### src/rtl/set_count_n.sv
// set_count_n: circle-set point counter.
//
// Latches up to four circles (A..D) and a set-expression mode, then scans every grid point
// (x, y), 1 <= x, y <= GRID, row-major, and counts the points that satisfy the mode. The
// count is presented on candidate together with a one-cycle valid pulse.
//
// Optional feature macro: SET_TWO_PT_EN
//   defined   - two evaluation units, points (x, y) and (x+1, y) per edge; GRID must be even
//   undefined - one point per edge
//
// Ports:
//   clk       in   clock, rising edge
//   rst       in   asynchronous active-low reset
//   en        in   job request, sampled only while idle
//   central   in   circle centres, set k at [(NSETS-k)*2*COORD_W-1 -: 2*COORD_W], x upper half
//   radius    in   radii, set k at [(NSETS-k)*COORD_W-1 -: COORD_W]
//   mode      in   set expression (0..7), latched with the job
//   busy      out  high while the scan runs
//   valid     out  one-cycle pulse, candidate is final
//   candidate out  point count, held until the next accepted job
module set_count_n #(
  parameter int unsigned GRID    = 8,
  parameter int unsigned NSETS   = 3,
  parameter int unsigned COORD_W = 4,
  localparam int unsigned CNT_W  = $clog2(GRID * GRID + 1)
) (
  input  logic                       clk,
  input  logic                       rst,
  input  logic                       en,
  input  logic [NSETS*2*COORD_W-1:0] central,
  input  logic [NSETS*COORD_W-1:0]   radius,
  input  logic [2:0]                 mode,
  output logic                       busy,
  output logic                       valid,
  output logic [CNT_W-1:0]           candidate
);

`ifdef SET_TWO_PT_EN
  localparam int unsigned NPT = 2;
  if (GRID % 2 != 0) begin : gen_odd_grid
    $error("set_count_n: GRID must be even when SET_TWO_PT_EN is defined");
  end
`else
  localparam int unsigned NPT = 1;
`endif

  localparam int unsigned DW   = COORD_W + 1;      // signed difference
  localparam int unsigned SQW  = 2 * COORD_W + 2;  // square
  localparam int unsigned SUMW = 2 * COORD_W + 3;  // sum of squares

  localparam logic [COORD_W-1:0] GRID_C   = COORD_W'(GRID);
  localparam logic [COORD_W-1:0] X_LAST   = COORD_W'(GRID - NPT + 1);
  localparam logic [COORD_W-1:0] X_STEP   = COORD_W'(NPT);
  localparam logic [3:0]         SET_MASK = 4'((1 << NSETS) - 1);

  typedef enum logic [1:0] {StIdle, StEval, StDone} state_e;

  state_e                     state_q;
  logic [COORD_W-1:0]         x_q, y_q;
  logic [NSETS*2*COORD_W-1:0] central_q;
  logic [NSETS*COORD_W-1:0]   radius_q;
  logic [2:0]                 mode_q;

  // (px-cx)^2 + (py-cy)^2 <= r^2, boundary inclusive; widths chosen so nothing overflows.
  function automatic logic in_circle(input logic [COORD_W-1:0] px, input logic [COORD_W-1:0] py,
                                     input logic [COORD_W-1:0] cx, input logic [COORD_W-1:0] cy,
                                     input logic [COORD_W-1:0] r);
    logic signed [DW-1:0]  dx, dy;
    logic signed [SQW-1:0] dxe, dye;
    logic [SQW-1:0]        dx2, dy2;
    logic [SUMW-1:0]       d2, r2;
    dx  = $signed({1'b0, px}) - $signed({1'b0, cx});
    dy  = $signed({1'b0, py}) - $signed({1'b0, cy});
    dxe = SQW'(dx);
    dye = SQW'(dy);
    dx2 = $unsigned(dxe * dxe);
    dy2 = $unsigned(dye * dye);
    d2  = SUMW'(dx2) + SUMW'(dy2);
    r2  = SUMW'(r) * SUMW'(r);
    return d2 <= r2;
  endfunction

  // s[k] is membership in set k; sets with index >= NSETS arrive as 0.
  function automatic logic mode_hit(input logic [2:0] m, input logic [3:0] s);
    logic [1:0] n3;
    n3 = {1'b0, s[0]} + {1'b0, s[1]} + {1'b0, s[2]};
    case (m)
      3'd0:    return s[0];
      3'd1:    return s[0] & s[1];
      3'd2:    return s[0] ^ s[1];
      3'd3:    return n3 == 2'd2;
      3'd4:    return s[0] | s[1];
      3'd5:    return s[0] & ~s[1];
      3'd6:    return (s | ~SET_MASK) == 4'hF;
      default: return |s;
    endcase
  endfunction

  logic [NPT-1:0][3:0] member;
  logic [NPT-1:0]      hit;
  logic [CNT_W-1:0]    inc;

  for (genvar p = 0; p < NPT; p++) begin : gen_unit
    logic [COORD_W-1:0] px;
    assign px = x_q + COORD_W'(p);

    for (genvar k = 0; k < 4; k++) begin : gen_set
      if (k < NSETS) begin : gen_used
        localparam int unsigned CTOP = (NSETS - k) * 2 * COORD_W - 1;
        localparam int unsigned RTOP = (NSETS - k) * COORD_W - 1;
        assign member[p][k] = in_circle(px, y_q,
                                        central_q[CTOP -: COORD_W],
                                        central_q[CTOP - COORD_W -: COORD_W],
                                        radius_q[RTOP -: COORD_W]);
      end else begin : gen_empty
        assign member[p][k] = 1'b0;
      end
    end

    assign hit[p] = mode_hit(mode_q, member[p]);
  end

  always_comb begin
    inc = '0;
    for (int p = 0; p < NPT; p++) begin
      inc = inc + CNT_W'(hit[p]);
    end
  end

  always_ff @(posedge clk or negedge rst) begin
    if (!rst) begin
      state_q   <= StIdle;
      x_q       <= '0;
      y_q       <= '0;
      central_q <= '0;
      radius_q  <= '0;
      mode_q    <= '0;
      busy      <= 1'b0;
      valid     <= 1'b0;
      candidate <= '0;
    end else begin
      case (state_q)
        StIdle: begin
          valid <= 1'b0;
          if (en) begin
            central_q <= central;
            radius_q  <= radius;
            mode_q    <= mode;
            x_q       <= COORD_W'(1);
            y_q       <= COORD_W'(1);
            candidate <= '0;
            busy      <= 1'b1;
            state_q   <= StEval;
          end
        end
        StEval: begin
          candidate <= candidate + inc;
          if (x_q == X_LAST) begin
            x_q <= COORD_W'(1);
            if (y_q == GRID_C) begin
              busy    <= 1'b0;
              valid   <= 1'b1;
              state_q <= StDone;
            end else begin
              y_q <= y_q + COORD_W'(1);
            end
          end else begin
            x_q <= x_q + X_STEP;
          end
        end
        StDone: begin
          valid   <= 1'b0;
          state_q <= StIdle;
        end
        default: state_q <= StIdle;
      endcase
    end
  end

endmodule

### config.mk
export PLATFORM = sky130hd
export DESIGN_NAME = set_count_n
export DESIGN_NICKNAME = d
export VERILOG_FILES = /design/src/rtl/set_count_n.sv
export SDC_FILE = /design/constraint.sdc
export NUM_CORES = 1
export LEC_CHECK = 0
export CAP_MARGIN = 15
export CORE_MARGIN = 2
export CORE_UTILIZATION = 44
export DETAILED_ROUTE_END_ITERATION = 12
export DONT_BUFFER_PORTS = 1
export PLACE_DENSITY = 0.58
export SKIP_CTS_REPAIR_TIMING = 1
export SYNTH_ARGS = -nofsm -noshare
export SYNTH_HDL_FRONTEND = slang
export SYNTH_SLANG_ARGS = --single-unit
### constraint.sdc
create_clock -name clk -period 10.3 [get_ports clk]
set_input_delay 1.03 -clock clk [delete_from_list [all_inputs] [get_ports clk]]
set_output_delay 1.03 -clock clk [all_outputs]
set_load 0.03 [all_outputs]
# [Word-level counts from Yosys, hierarchy flattened]
# Index checks and enable logic that the tools add are counted.
[word_totals] reg_bits=58 in_bits=42 output_inout_bits=9 elab_cells=88
[classes] n_addsub=14 n_mul=9 order_cmp=3 eq_ne=16 n_mux=20 bitwise_logic=5 n_reduce_logical=12
[op_table] op="5-bit by 5-bit multiplier with 10-bit output" n=6
[op_table] op="10-bit by 10-bit adder with 11-bit output" n=3
[op_table] op="11-bit by 8-bit less-or-equal comparator with 1-bit output" n=3
[op_table] op="4-bit by 4-bit subtractor with 5-bit output" n=6
[op_table] op="4-bit by 4-bit multiplier with 8-bit output" n=3
[op_table] op="4-bit 2-to-1 mux" n=4
[op_table] op="4-bit one-hot mux with 2 select lines" n=2
[op_table] op="7-bit one-hot mux with 2 select lines" n=1
[op_table] op="3-bit == test (second input constant)" n=4
[op_table] op="4-bit by 1-bit adder with 4-bit output (second input constant)" n=2
[op_table] op="4-bit == test (second input constant)" n=2
[op_table] op="2-bit != test (second input constant)" n=4
[op_table] op="4-bit AND reduction" n=2
[op_table] op="7-bit by 1-bit adder with 7-bit output" n=1
[op_table] op="7-bit 2-to-1 mux" n=1
[op_table] op="1-bit one-hot mux with 7 select lines" n=1
[op_table] op="3-bit by 2-bit == test with 1-bit output (second input constant)" n=2
[op_table] op="2-bit 2-to-1 mux" n=3
[op_table] op="3-bit AND reduction" n=2
[op_table] op="1-bit 2-to-1 mux" n=5
[op_table] op="2-bit == test (second input constant)" n=2
[op_table] op="1-bit one-hot mux with 2 select lines" n=2
[op_table] op="2-bit one-hot mux with 2 select lines" n=1
[op_table] op="2-bit AND reduction" n=2
[op_table] op="other kinds (13)" n=15

# [Longest topological paths before layout]
[depth] ltp_word=10 ltp_mapped=40 depth_no_buf=40

# [Worst setup path before layout]
# OpenSTA, ideal clock, no wires.
[synth_timing] path_type="flip-flop to flip-flop" from="register x_q[0]" to="register candidate[4]" setup_ns=0.132 arrival_ns=7.784 t_required_ns=10.168 slack_ns=2.384 stages_incl_launch_ff=38 n_path_buf=0 synth_period_minus_slack_ns=7.916 path_cell_list="dfrtp_1 inv_1 ha_1 inv_1 fa_1 a21o_1 a21o_1 inv_1 nand2_1 fa_1 fa_1 inv_1 fa_1 fa_1 xor2_1 ha_1 a21oi_1 o21ai_0 (+2 left out) xor2_1 ha_1 nand4_1 o22a_1 a221oi_1 fa_1 inv_1 a32o_1 nand2_1 o21ai_0 a21o_1 or3_1 o211a_1 ha_1 ha_1 nand4_1 xor2_1 nor2_1"
[synth_between] elab_chain_len=10 word_cells_on_any_way=25 classes_between="add/sub: 9; mul: 3; order compare: 3; eq/ne: 2; mux: 2; bitwise: 5; reduce/logical: 1"
[synth_lines] element="from (decl)" line_no="59" rtl="logic [COORD_W-1:0] x_q, y_q;"
[synth_lines] element="from (signal assigned)" line_no="168" rtl="x_q <= x_q + X_STEP;"
[synth_lines] element="4-bit by 4-bit subtractor with 5-bit output" line_no="72" rtl="dx = $signed({1'b0, px}) - $signed({1'b0, cx});"
[synth_lines] element="5-bit by 5-bit multiplier with 10-bit output" line_no="76" rtl="dx2 = $unsigned(dxe * dxe);"
[synth_lines] element="10-bit by 10-bit adder with 11-bit output" line_no="78" rtl="d2 = SUMW'(dx2) + SUMW'(dy2);"
[synth_lines] element="11-bit by 8-bit less-or-equal comparator with 1-bit output" line_no="80" rtl="return d2 <= r2;"
[synth_lines] element="1-bit by 1-bit adder with 2-bit output" line_no="86" rtl="n3 = {1'b0, s[0]} + {1'b0, s[1]} + {1'b0, s[2]};"
[synth_lines] element="2-bit by 1-bit adder with 2-bit output" line_no="86"
[synth_lines] element="2-bit == test" line_no="91" rtl="3'd3: return n3 == 2'd2;"
[synth_lines] element="1-bit one-hot mux with 7 select lines (*)" line_no="87" rtl="case (m)"
[synth_lines] element="7-bit by 1-bit adder with 7-bit output (*)" line_no="157" rtl="candidate <= candidate + inc;"
[synth_lines] element="7-bit one-hot mux with 2 select lines (*)" line_no="142" rtl="case (state_q)"
[synth_lines] element="to (signal assigned)" line_no="157"
[synth_lines] element="to (decl)" line_no="35" rtl="output logic [CNT_W-1:0] candidate"
# Mark *: on every way between the ends. The rest lies on a longest branch, timed or not.
# A chain may end at the register's enable or synchronous reset.

# [Worst setup path in the final report]
[layout_timing] from="register x_q[1]" to="register candidate[4]"
# Same word-level chain as after synthesis.

==> metrics list <==
- The run finished with clean final reports.
- Among all flip-flop cells after synthesis, the most frequent one is dfrtp_1.
- The max-slew violation total from the final report was 0.
- TritonCTS built the clock tree.
* Post-detailed-placement cell area: 0.009701 mm^2
- Counting flops with an async set or reset pin after synthesis yields a share of 100.0%.
- The later pin in the worst-skew pair is clocked with a latency of 0.33 ns.
* RePlAce Congestion: 0.8199
* Overall overflow remaining after global route: 0
- The smallest clock period supported by the final layout is computed as 8.821 ns.
* Largest net degree at the start of global routing: 59
- Num CTS Buffers: 9
- Count of state elements after synthesis: 58
- Count of final setup violators: 0
* Maximum level of the CTS H-tree: 3
- The clock passes through at most 2 buffers.
* Core Footprint: 0.02096 mm^2
- Detailed routing inserted a total of 6616 vias.
- Clock root buffer master: clkbuf_16
- Share of final-layout standard cells stronger than drive strength 1: 2.228%
- The Yosys step of the flow raised 0 warnings.
* Detailed Route Iter0 Violations: 247
- Global-route wire length before repair: 32040 um
- Commonest cells after routing, fill and taps aside: inv_1 (189), ha_1 (155), nand2_1 (121)
* Max Fanout on Critical Path: 10
- Slew margin rel.: 31.42%
- Once detailed placement completed, the half-perimeter wirelength came to 15510 um.
- With fillers left out, the area of the finished cells amounts to 0.01003 mm^2.
- The die covers 0.02240 mm^2.
- For this run, the top clock speed supported by timing is 113.4 MHz.
- The repair_antennas step left the layout with diodes totalling 0.
- Number of nets with antenna violations after detailed routing: 0
- After synthesis, the netlist uses 50 different library cells.
- STA classifies the critical path endpoint as a flop.
- Detailed-router iteration count before antenna repair: 4
* Initial standard-cell utilization of the core: 44.55%
* Largest clock skew in the final design: 0.006450 ns
- The largest individual stage delay along the critical path comes from the cell a221oi_1.
- The via count of the first global-routing pass is 6856.
- Slowest stage delay, CP: 0.67 ns
- Number of vias per cell: 4.893
- The tree built by TritonCTS fans out to 58 sinks.
- DR WL/cell: 13.53 um
- The number of endpoints with negative hold slack in the final report was 0.
- Clock edge transition at the registers on the reported setup and hold paths: 0.06 ns
* Number of fill cells in the layout: 2117
- Global routing used 17.82% of the available tracks across all layers.
- At the pin with the least slew margin, the transition time is 1.026 ns.
- Remaining design rule violation count: 0
- Setup tns final: 0 ns
- After synthesis, the mean cell area works out to 8.825 um^2.
- After layout, the worst path uses 85.64% of the clock period.
- The synthesized netlist occupies a cell area of 0.009336 mm^2.
- Routed wire length: 18290 um
- The worst setup path is launched from a flop.
- Crit path arrival time: 9.02 ns
- Critical path class: flop to flop
- Die height: 149.7 um
- Portion of the post-synthesis area used by sequential elements: 15.55%
* Standard-cell rows: 53
- The area growth from synthesis to layout is 7.397%.
* Critical path required time: 10.50 ns
* Most frequent standard cell in the layout excluding fill and tap cells: inv_1
* Top-level port count: 51
- Final-stage net count: 1363
* Setup repair after global routing missed its margin: no
- Horizontal die dimension: 149.7 um
- Port buffering added 0 buffers.
- Number of enable-type register cells in the synthesized netlist: 0
* Gate Count Post-Synth: 1058
- Antenna violations before repair: 0
* Maximum Capacitance Violations: 0
- The tightest min-delay check is of the input pin to async pin type.
-- Yosys cell counts, drive strengths merged, types with 2 or more instances --
master	n	area [um^2]
a2111oi	2	23.77
a211o	4	35.03
a211oi	6	45.04
a21o	46	345.3
a21oi	50	250.2
a221oi	2	17.52
a22o	3	26.28
a31oi	6	37.54
and2	34	215.2
and3	3	18.77
clkbuf	10	37.54
dfrtp	58	1451
fa	94	1882
ha	155	1939
inv	189	709.4
nand2	121	454.2
nand2b	22	137.6
nand3	9	45.04
nand3b	2	15.01
nand4	8	50.05
nand4b	2	17.52
nor2	48	180.2
nor2b	13	81.33
nor3	3	15.01
o211a	2	20.02
o211ai	3	22.52
o21ai	38	190.2
o21bai	15	112.6
or3	2	12.51
or4b	2	20.02
xnor2	65	569.3
xor2	26	227.7
-- critical path: cells and delay by family (launching register included) --
| family | cells | cell delay (ns) |
|---|---|---|
| adder cells (fa/ha/maj) | 10 | 3.67 |
| AO/OA/AOI/OAI | 11 | 2.43 |
| flip-flops | 1 | 0.63 |
| buffers and inverters | 2 | 0.09 |
| AND/OR/NAND/NOR | 7 | 0.95 |
| XOR/XNOR | 4 | 0.93 |
-- state kept, by name, summed over array words and instances (netlist names) --
signal	count
busy	1
central_q	24
mode_q	3
candidate	7
x_q	4
state_q	2
radius_q	12
valid	1
y_q	4
-- kinds of logic after synthesis --
logic type | count (synthesis) | share of synthesized area [%]
AOI/OAI and AO/OA | 188 | 13.13
muxes | 1 | 0.1072
adders and majority gates | 249 | 40.93
other | 1 | 0.04017
DFF | 58 | 15.55
xor gates and xnor gates | 91 | 8.537
buffers and inverters | 199 | 8.001
and+or+nand+nor | 271 | 13.71
-- metal layers --
layer	global-route usage, %	up-vias	routed length, um
met5	0	-	0
met4	3.255	0	240
met3	2.927	17	582
met2	29.22	70	8260
met1	25.11	3068	9205
li1	-	3461	-
-- metrics by stage --
stage | hold slack (ns) | util (%) | worst slack (ns) | instances
6_report | 0.3873 | 47.85 | 1.479 | 1352
5_1_grt | 0.3723 | 47.85 | 0.8656 | 1352
4_1_cts | 0.3765 | 47.85 | 1.442 | 1352
3_5_place_dp | 0.4752 | 46.29 | 1.495 | 1336
3_3_place_gp | 0.4697 | 46.29 | 1.609 | 1336
2_1_floorplan | 0.4497 | - | 2.384 | 1069
-- cell type report --
class	instances	area (um^2)	share of cell area [%]
sequential	58	1451	14.47
inverter	189	709.4	7.075
clock buffer	9	225.2	2.246
timing repair buffer	2	15.01	0.1497
tap	275	344.1	3.432
clock inverter	7	101.3	1.011
multi-input combinational	812	7181	71.61
-- worst paths after layout --
check | from | to | slack [ns] | cells after the start
hold / removal | rst | radius_q[11]$_DFFE_PN0P_ | 0.39 | 0
setup / recovery | x_q[1]$_DFFE_PN0P_ | candidate[4]$_DFFE_PN0P_ | 1.48 | 34
hold reg to reg | central_q[20]$_DFFE_PN0P_ | central_q[20]$_DFFE_PN0P_ | 0.48 | 2
max in group asynchronous | rst | radius_q[2]$_DFFE_PN0P_ | 9.80 | 0
setup reg to reg | x_q[1]$_DFFE_PN0P_ | candidate[4]$_DFFE_PN0P_ | 1.48 | 34
min in group clk | central_q[20]$_DFFE_PN0P_ | central_q[20]$_DFFE_PN0P_ | 0.48 | 2
Power is left out: the tool's default activity adds up to more than one toggle a clock period on the data nets, which glitch-free logic cannot reach.
